$ cat src/rtl/updi_target_responder.sv
// updi_target_responder
//   Device end of a UPDI link. Parses SYNC / opcode / address / data / key
//   fields arriving from a UART RX FIFO, services LDS, STS, LDCS, STCS and
//   KEY against an internal CS register file and a small byte memory, and
//   pushes read data and ACKs into a UART TX FIFO.
// Ports:
//   clk, rst         clock, synchronous active-high reset
//   rx_data          RX FIFO head, valid the cycle after rx_rd_en
//   rx_rd_en         pop RX FIFO (never on consecutive cycles)
//   rx_empty         RX FIFO empty
//   tx_data          byte pushed into TX FIFO
//   tx_wr_en         push TX FIFO (only when !tx_full)
//   tx_full          TX FIFO full; pending byte is held
//   break_detect     one-cycle BREAK pulse, returns parser to WAIT_SYNC
//   locked           ASI_SYS_STATUS.LOCKSTATUS
//   erase_active     high while the memory erase sweep runs
//   protocol_error   one-cycle pulse on bad SYNC or unsupported opcode
module updi_target_responder #(
  parameter int          MEM_SIZE      = 256,
  parameter int          MEM_ADDR_BITS = $clog2(MEM_SIZE),
  parameter logic [15:0] MEM_BASE      = 16'h8000,
  parameter logic [7:0]  STATUSA_RESET = 8'h30,
  parameter logic [63:0] KEY_CHIPERASE = 64'h4E564D4572617365
) (
  input  logic       clk,
  input  logic       rst,
  input  logic [7:0] rx_data,
  output logic       rx_rd_en,
  input  logic       rx_empty,
  output logic [7:0] tx_data,
  output logic       tx_wr_en,
  input  logic       tx_full,
  input  logic       break_detect,
  output logic       locked,
  output logic       erase_active,
  output logic       protocol_error
);

  typedef enum logic [3:0] {
    S_WAIT_SYNC,
    S_OPCODE,
    S_ADDR,
    S_ACK_ADDR,
    S_DATA_RX,
    S_ACK_DATA,
    S_DATA_TX,
    S_KEY_RX,
    S_KEY_TX,
    S_ERASE
  } state_t;

  typedef enum logic [2:0] {
    OP_LDS,
    OP_STS,
    OP_LDCS,
    OP_STCS,
    OP_KEY
  } op_t;

  localparam logic [7:0]  UPDI_ACK  = 8'h40;
  localparam logic [7:0]  UPDI_SYNC = 8'h55;
  // "UPDIFPGA", first character in the top byte
  localparam logic [63:0] DEVICE_ID = 64'h5550444946504741;

  state_t                   state, state_n;
  op_t                      op, op_n;
  logic                     size_a, size_a_n;
  logic                     size_b, size_b_n;
  logic                     size_c, size_c_n;
  logic [3:0]               cs_addr, cs_addr_n;
  logic [15:0]              addr, addr_n;
  logic [3:0]               idx, idx_n;
  logic [63:0]              key_sr, key_sr_n;
  logic [MEM_ADDR_BITS-1:0] erase_cnt, erase_cnt_n;
  logic                     locked_n;
  logic                     key_ok, key_ok_n;
  logic                     rx_pending, rx_pending_n;
  logic [7:0]               cs_file [16];

  logic [7:0]               mem [MEM_SIZE];

  logic                     mem_we;
  logic [MEM_ADDR_BITS-1:0] mem_wa;
  logic [7:0]               mem_wd;
  logic                     cs_we;
  logic [7:0]               cs_wd;

  logic [15:0]              cur_addr;
  logic [16:0]              mem_off;
  logic                     in_range;
  logic                     mem_ok;
  logic [MEM_ADDR_BITS-1:0] mem_idx;
  logic [7:0]               mem_rd;
  logic [7:0]               cs_rd;
  logic                     cs_writable;
  logic [63:0]              key_next;
  logic [63:0]              id_shift;
  logic                     need_byte;

  // Byte address for the current data byte; wraps at 16 bits.
  assign cur_addr = addr + {12'b0, idx};
  assign mem_off  = {1'b0, cur_addr} - {1'b0, MEM_BASE};
  assign in_range = !mem_off[16] && (mem_off < 17'(MEM_SIZE));
  assign mem_idx  = mem_off[MEM_ADDR_BITS-1:0];
  assign mem_ok   = in_range && !locked;
  assign mem_rd   = mem_ok ? mem[mem_idx] : 8'h00;

  assign key_next = {rx_data, key_sr[63:8]};
  assign id_shift = DEVICE_ID << {idx[2:0], 3'b000};

  assign cs_writable = !(cs_addr == 4'h0 || cs_addr == 4'h7 || cs_addr == 4'hB);

  // CS 0x7 bit3 is the chip-erase key flag; CS 0xB mirrors lock state and
  // the armed erase request.
  always_comb begin
    case (cs_addr)
      4'h0:    cs_rd = STATUSA_RESET;
      4'h7:    cs_rd = {4'b0, key_ok, 3'b0};
      4'hB:    cs_rd = {2'b0, (cs_file[8] == 8'h59), 4'b0, locked};
      default: cs_rd = cs_file[cs_addr];
    endcase
  end

  assign need_byte = (state == S_WAIT_SYNC) || (state == S_OPCODE) ||
                     (state == S_ADDR) || (state == S_DATA_RX) ||
                     (state == S_KEY_RX);

  always_comb begin
    state_n        = state;
    op_n           = op;
    size_a_n       = size_a;
    size_b_n       = size_b;
    size_c_n       = size_c;
    cs_addr_n      = cs_addr;
    addr_n         = addr;
    idx_n          = idx;
    key_sr_n       = key_sr;
    erase_cnt_n    = erase_cnt;
    locked_n       = locked;
    key_ok_n       = key_ok;
    rx_rd_en       = 1'b0;
    tx_wr_en       = 1'b0;
    tx_data        = '0;
    protocol_error = 1'b0;
    mem_we         = 1'b0;
    mem_wa         = mem_idx;
    mem_wd         = rx_data;
    cs_we          = 1'b0;
    cs_wd          = rx_data;

    if (rst) begin
      state_n = S_WAIT_SYNC;
    end else if (break_detect) begin
      state_n = S_WAIT_SYNC;
      idx_n   = '0;
    end else begin
      // A pop is issued only while no byte is in flight, so pops are at
      // least two cycles apart.
      rx_rd_en = need_byte && !rx_empty && !rx_pending;

      case (state)
        S_WAIT_SYNC: begin
          if (rx_pending) begin
            if (rx_data == UPDI_SYNC) begin
              state_n = S_OPCODE;
            end else begin
              protocol_error = 1'b1;
            end
          end
        end

        S_OPCODE: begin
          if (rx_pending) begin
            idx_n   = '0;
            state_n = S_WAIT_SYNC;
            case (rx_data[7:5])
              3'b000, 3'b010: begin
                if (rx_data[3] || rx_data[1]) begin
                  protocol_error = 1'b1;
                end else begin
                  op_n     = (rx_data[6]) ? OP_STS : OP_LDS;
                  size_a_n = rx_data[2];
                  size_b_n = rx_data[0];
                  state_n  = S_ADDR;
                end
              end
              3'b100: begin
                op_n      = OP_LDCS;
                cs_addr_n = rx_data[3:0];
                state_n   = S_DATA_TX;
              end
              3'b110: begin
                op_n      = OP_STCS;
                cs_addr_n = rx_data[3:0];
                state_n   = S_DATA_RX;
              end
              3'b111: begin
                if (rx_data[1]) begin
                  protocol_error = 1'b1;
                end else begin
                  op_n     = OP_KEY;
                  size_c_n = rx_data[0];
                  state_n  = rx_data[2] ? S_KEY_TX : S_KEY_RX;
                end
              end
              default: protocol_error = 1'b1;
            endcase
          end
        end

        S_ADDR: begin
          if (rx_pending) begin
            if (idx == 4'd0) begin
              addr_n = {8'h00, rx_data};
            end else begin
              addr_n = {rx_data, addr[7:0]};
            end
            if (idx == 4'd0 && size_a) begin
              idx_n = 4'd1;
            end else begin
              idx_n   = '0;
              state_n = (op == OP_STS) ? S_ACK_ADDR : S_DATA_TX;
            end
          end
        end

        S_ACK_ADDR: begin
          tx_data = UPDI_ACK;
          if (!tx_full) begin
            tx_wr_en = 1'b1;
            state_n  = S_DATA_RX;
          end
        end

        S_DATA_RX: begin
          if (rx_pending) begin
            if (op == OP_STCS) begin
              cs_we   = cs_writable;
              state_n = S_WAIT_SYNC;
              // Second half of the erase handshake: 0x59 then 0x00 to CS 0x8
              // with the key accepted.
              if (cs_addr == 4'h8 && rx_data == 8'h00 &&
                  cs_file[8] == 8'h59 && key_ok) begin
                erase_cnt_n = '0;
                state_n     = S_ERASE;
              end
            end else begin
              mem_we = mem_ok;
              if (idx == {3'b0, size_b}) begin
                idx_n   = '0;
                state_n = S_ACK_DATA;
              end else begin
                idx_n = idx + 4'd1;
              end
            end
          end
        end

        S_ACK_DATA: begin
          tx_data = UPDI_ACK;
          if (!tx_full) begin
            tx_wr_en = 1'b1;
            state_n  = S_WAIT_SYNC;
          end
        end

        S_DATA_TX: begin
          tx_data = (op == OP_LDCS) ? cs_rd : mem_rd;
          if (!tx_full) begin
            tx_wr_en = 1'b1;
            if (op == OP_LDCS || idx == {3'b0, size_b}) begin
              idx_n   = '0;
              state_n = S_WAIT_SYNC;
            end else begin
              idx_n = idx + 4'd1;
            end
          end
        end

        S_KEY_RX: begin
          if (rx_pending) begin
            key_sr_n = key_next;
            if (idx == (size_c ? 4'd15 : 4'd7)) begin
              idx_n   = '0;
              state_n = S_WAIT_SYNC;
              if (!size_c && key_next == KEY_CHIPERASE) begin
                key_ok_n = 1'b1;
              end
            end else begin
              idx_n = idx + 4'd1;
            end
          end
        end

        S_KEY_TX: begin
          tx_data = id_shift[63:56];
          if (!tx_full) begin
            tx_wr_en = 1'b1;
            if (idx == 4'd7) begin
              idx_n   = '0;
              state_n = S_WAIT_SYNC;
            end else begin
              idx_n = idx + 4'd1;
            end
          end
        end

        S_ERASE: begin
          mem_we = 1'b1;
          mem_wa = erase_cnt;
          mem_wd = 8'hFF;
          if (erase_cnt == MEM_ADDR_BITS'(MEM_SIZE - 1)) begin
            locked_n = 1'b0;
            key_ok_n = 1'b0;
            state_n  = S_WAIT_SYNC;
          end else begin
            erase_cnt_n = erase_cnt + 1'b1;
          end
        end

        default: state_n = S_WAIT_SYNC;
      endcase
    end

    rx_pending_n = rx_rd_en;
  end

  always_ff @(posedge clk) begin
    if (rst) begin
      state      <= S_WAIT_SYNC;
      op         <= OP_LDS;
      size_a     <= 1'b0;
      size_b     <= 1'b0;
      size_c     <= 1'b0;
      cs_addr    <= '0;
      addr       <= '0;
      idx        <= '0;
      key_sr     <= '0;
      erase_cnt  <= '0;
      locked     <= 1'b1;
      key_ok     <= 1'b0;
      rx_pending <= 1'b0;
      for (int unsigned i = 0; i < 16; i++) begin
        cs_file[i] <= '0;
      end
    end else begin
      state      <= state_n;
      op         <= op_n;
      size_a     <= size_a_n;
      size_b     <= size_b_n;
      size_c     <= size_c_n;
      cs_addr    <= cs_addr_n;
      addr       <= addr_n;
      idx        <= idx_n;
      key_sr     <= key_sr_n;
      erase_cnt  <= erase_cnt_n;
      locked     <= locked_n;
      key_ok     <= key_ok_n;
      rx_pending <= rx_pending_n;
      if (cs_we) begin
        cs_file[cs_addr] <= cs_wd;
      end
    end
  end

  // Memory contents are deliberately not reset.
  always_ff @(posedge clk) begin
    if (mem_we) begin
      mem[mem_wa] <= mem_wd;
    end
  end

  assign erase_active = (state == S_ERASE);

endmodule

$ cat config.mk
export PLATFORM = sky130hd
export DESIGN_NAME = updi_target_responder
export DESIGN_NICKNAME = d
export VERILOG_FILES = /design/src/rtl/updi_target_responder.sv
export SDC_FILE = /design/constraint.sdc
export NUM_CORES = 2
export LEC_CHECK = 0
export CORE_ASPECT_RATIO = 2
export CORE_UTILIZATION = 50
export CTS_BUF_LIST = sky130_fd_sc_hd__clkbuf_4 sky130_fd_sc_hd__clkbuf_8
export CTS_CLUSTER_DIAMETER = 40
export DETAILED_ROUTE_END_ITERATION = 12
export GPL_ROUTABILITY_DRIVEN = 0
export PLACE_DENSITY = 0.67
export SYNTH_ARGS = -nofsm -noshare
export SYNTH_HDL_FRONTEND = slang
export SYNTH_SLANG_ARGS = --single-unit
$ cat constraint.sdc
create_clock -name clk -period 5.4 [get_ports clk]
set_input_delay 0.54 -clock clk [delete_from_list [all_inputs] [get_ports clk]]
set_output_delay 0.54 -clock clk [all_outputs]
set_load 0.01 [all_outputs]
==> flow_results.org <==
** Clock tree
- For this design, the CTS-stage hold fixing added 0 buffers.
- The number of clock buffers added by TritonCTS is 304.
- TritonCTS clock tree :: done
- The clock reaches the later pin of the worst-skew pair after 940 ps.
- The clock tree synthesis step divided the H-tree into 5 levels.
- Longest Clk Path Bufs :: 4
- CTS saw approximately 2300 sinks.
- CTS placed an instance of sky130_fd_sc_hd__clkbuf_8 at the clock tree root.
- After clock tree synthesis, the clock-pin slew on the worst setup and hold paths is roughly 80 ps.

** Synthesis
- Summed over all instances, the cell type with the most area after synthesis is sky130_fd_sc_hd__edfxtp_1.
- For this run, the leading register cell type out of synthesis is sky130_fd_sc_hd__edfxtp_1.
- Sequential element share of the synthesized area :: 0.742
- Count of state elements after synthesis :: ~2300
- Synth top area share :: 0.719
- Async SR Flop Fraction :: 0
- Syn Std Cell Area :: 90900 sq um
- Number of enable-type register cells in the synthesized netlist :: 2176
- In the synthesized netlist, the number of instances is 4787.
- Number of distinct library cells after synthesis :: 80
- Yosys Warn Count :: 0
- Avg Inst Size Synth :: 19.0 sq um
- Top post-synthesis cells by area :: sky130_fd_sc_hd__edfxtp_1 (72%), sky130_fd_sc_hd__mux4_2 (15%), sky130_fd_sc_hd__dfxtp_1 (2.3%), sky130_fd_sc_hd__nand2_1 (1.8%), sky130_fd_sc_hd__nor2_1 (1.5%)

** STA
- Final clock skew :: 64.6 ps
- Worst-margin pin slew :: 1130 ps
- After layout, the worst setup slack is -66.9 ps.
- The total count of hold-check failures in the final report is 0.
- Setup violations remaining at the end of the flow were counted as 7.
- Dividing the final minimum period by the clock period gives 1.01.
- Number of max-slew violations in the final report :: 0
- In this run the tightest slew margin relative to its limit is 0.247.
- The routed design could run at a clock period as short as 5470 ps.
- Setup repair after global routing could not meet its margin everywhere.
- Based on the critical path, the design can be clocked at up to 183 MHz.

** Hold path
- The min-delay analysis places its worst path in the category primary input to flip-flop.

** Global route
- Global routing finished with a remaining overflow of 0.
- For this run, the total global-route usage over all layers was measured as 0.286.
- Pin count of the biggest net entering global routing :: 145
- The first global-routing pass estimated 369 mm of wire.
- Initial antenna violation count :: 6
- The number of global-route vias before repair was 51500.

** Setup path
- Data on the critical path is required at its endpoint by 4860 ps.
- The critical path is of the flip-flop to primary output type.
- Of all nets on the critical path, the largest fanout is 6.
- Worst Setup Start Kind :: flip-flop
- STA classifies the critical path endpoint as a primary output.
- Arrival time reported for the critical path endpoint :: 4930 ps

** Cells and area
- Commonest non-fill, non-tap cells in the layout :: sky130_fd_sc_hd__edfxtp_1 (2176), sky130_fd_sc_hd__mux4_2 (602), sky130_fd_sc_hd__buf_4 (479), sky130_fd_sc_hd__nand2_1 (433), sky130_fd_sc_hd__nor2_1 (344)
- In the final layout, the share of cells above drive strength 1 is 0.324.
- Area Overhead vs Synth :: 16.3%
- Filler cells :: around 13000
- Once layout is complete, the utilization of the core stands at 0.585.
- At the end of the flow, the number of nets in the layout was 5474.
- Most common library cell in the layout ignoring fill and taps :: sky130_fd_sc_hd__edfxtp_1

** Routing
- The pre-antenna-repair detailed-routing pass consisted of 8 iterations.
- Across all layers, the routed design uses 49800 vias.
- The first routing iteration left between 4000 and 5000 violations.
- After detailed routing, the number of vias per cell comes to 6.21.
- Summed over all layers, the routed wires come to between 200 and 300 mm.
- In the routed design, unresolved DRC markers number 0.
- Routed wirelength normalized by instance count :: 32.5 microns
- Antenna violation net count after detailed routing :: 0

** Floorplan
- I/O pin cnt :: 26
- For this configuration, the core starts out at a cell density of 0.503.
- After floorplanning, the core was divided into 221 placement rows.
- The floorplan step set the die width to about 300 microns.
- The total area inside the core boundary comes to 181000 sq um.
- The die covers between 150000 and 200000 sq um.
- The die is 605 microns tall.

** Pwr
- In this run the power density over the cells is 312 nW/um^2.
- Lkg Pwr :: 34.2 nW
- Across the VDD grid, the largest voltage drop is 168 uV.

** Placed design
- OpenSTA, run right after detailed placement, puts the worst setup slack at -206 ps.
- Half-perimeter wire length after placement :: 175 mm
- The count of buffers added on input and output ports is 25.

** Job
- Count of max-cap constraint violations :: 0

** Outcome
- The run finished, with violations left.
- Violations in the final reports :: setup timing
==> where the power goes <==
group	switching, mW	internal (mW)
logic	0.369	0.0828
registers	0.0184	19.4
clock network	6.37	6.74
==> per-stage QoR <==
stage                     power, mW  area, sq um  hold WS, ps  std cells  TNS, ps
after global routing           33.8       106000          105       8016     -493
after floorplan                20.1        91000          432       4810        0
final                          33.0       106000          116       8020     -236
after CTS                      33.1       105000         41.5       8003     -127
after global placement         20.2        97600          442       7413     -373
after detailed placement       20.2        97700          450       7414     -496
==> final cells by class <==
cell class | instances | area, sq um | area share
Sequential cell | 2281 | 67400 | 0.638
Clock buffer | 390 | 4900 | 0.0464
Inverter | 12 | 47.5 | 0.000450
Antenna cell | 7 | 17.5 | 0.000166
Clock inverter | 138 | 1070 | 0.0101
Multi-Input combinational cell | 2232 | 23100 | 0.218
Tap cell | 2341 | 2930 | 0.0277
Timing Repair Buffer | 619 | 6240 | 0.0590
==> Yosys cell counts, types with 6 or more instances <==
library cell               instances
sky130_fd_sc_hd__a211oi_1         13
sky130_fd_sc_hd__a21o_1            6
sky130_fd_sc_hd__a21oi_1         130
sky130_fd_sc_hd__a22oi_1          12
sky130_fd_sc_hd__a31oi_1          21
sky130_fd_sc_hd__a32o_1            6
sky130_fd_sc_hd__a32oi_1          15
sky130_fd_sc_hd__and2_1           95
sky130_fd_sc_hd__and3_1           31
sky130_fd_sc_hd__buf_1            22
sky130_fd_sc_hd__buf_2            62
sky130_fd_sc_hd__buf_4            44
sky130_fd_sc_hd__buf_6             6
sky130_fd_sc_hd__clkbuf_1        151
sky130_fd_sc_hd__dfxtp_1         105
sky130_fd_sc_hd__edfxtp_1       2176
sky130_fd_sc_hd__ha_1             10
sky130_fd_sc_hd__inv_1            12
sky130_fd_sc_hd__mux2i_1          72
sky130_fd_sc_hd__mux4_2          602
sky130_fd_sc_hd__nand2_1         447
sky130_fd_sc_hd__nand2b_1         13
sky130_fd_sc_hd__nand3_1          97
sky130_fd_sc_hd__nand3b_1         10
sky130_fd_sc_hd__nand4_1          31
sky130_fd_sc_hd__nor2_1          352
sky130_fd_sc_hd__nor2b_1          19
sky130_fd_sc_hd__nor3_1           33
sky130_fd_sc_hd__nor4_1           18
sky130_fd_sc_hd__nor4b_1           7
sky130_fd_sc_hd__o211ai_1          7
sky130_fd_sc_hd__o21ai_0          29
sky130_fd_sc_hd__o22ai_1          10
sky130_fd_sc_hd__o31ai_1           7
sky130_fd_sc_hd__or2_2            16
sky130_fd_sc_hd__xor2_1           10
==> layer usage <==
metal | track usage | up-vias | share of wire
li1 | - | 20600 | -
met1 | 0.303 | 25900 | 0.31
met2 | 0.507 | 2517 | 0.53
met3 | 0.0485 | 799 | 0.070
met4 | 0.211 | 2 | 0.087
met5 | 0 | - | 0.000065
==> worst max-delay path: stages, from the launching register on <==
cell and delay, ps:
sky130_fd_sc_hd__dfxtp_2 360, sky130_fd_sc_hd__ha_4 170, sky130_fd_sc_hd__inv_4 40, sky130_fd_sc_hd__fa_4 870, sky130_fd_sc_hd__buf_12 170, sky130_fd_sc_hd__buf_16 170, sky130_fd_sc_hd__buf_16 130, sky130_fd_sc_hd__buf_4 150
sky130_fd_sc_hd__buf_4 110, sky130_fd_sc_hd__mux4_2 340, sky130_fd_sc_hd__mux2i_1 100, sky130_fd_sc_hd__mux2_2 280, sky130_fd_sc_hd__o2bb2ai_1 120, sky130_fd_sc_hd__a221o_1 290, sky130_fd_sc_hd__a211oi_2 130, sky130_fd_sc_hd__o31ai_2 350
sky130_fd_sc_hd__buf_2 210
==> flip-flops by register name (all words and copies together), names as in the netlist, 3 cells and up, named ones only <==
register and count:
mem 2048, op 3, idx 4, key_sr 56, cs_file 128, erase_cnt 8, state 4, cs_addr 4
addr 16
==> kinds of logic after synthesis <==
kind of cell	after synthesis	share of synthesized area
buf+inv	297	0.0154
xor+xnor	18	0.00211
compound gates	311	0.0221
other cells	1	0.0000413
fa+ha+maj	11	0.00160
mux	677	0.157
simple gates	1191	0.0591
flops	2281	0.742
==> path summary, 6_finish.rpt <==
kind	from	end	slack (ps)	cells after the start
worst max-delay path	addr[0]$_SDFFE_PP0P_	tx_data[6]	-70	16
worst min register to register	key_sr[14]$_SDFFE_PP0P_	key_sr[14]$_SDFFE_PP0P_	460	2
worst max register to register	addr[2]$_SDFFE_PP0P_	mem[88][0]$_DFFE_PP_	340	11
worst min-delay path	rst	cs_file[7][3]$_SDFFCE_PN0P_	120	1
==> repair_timing <==
item | CTS | global route
setup buffers | 51 | 12
gates cloned | 15 | 2
gates resized for setup | 212 | 31
endpoints found under the setup margin | 8 | 8
pin swaps | 48 | 23
Note: power is estimated with default switching activity, not from simulation.
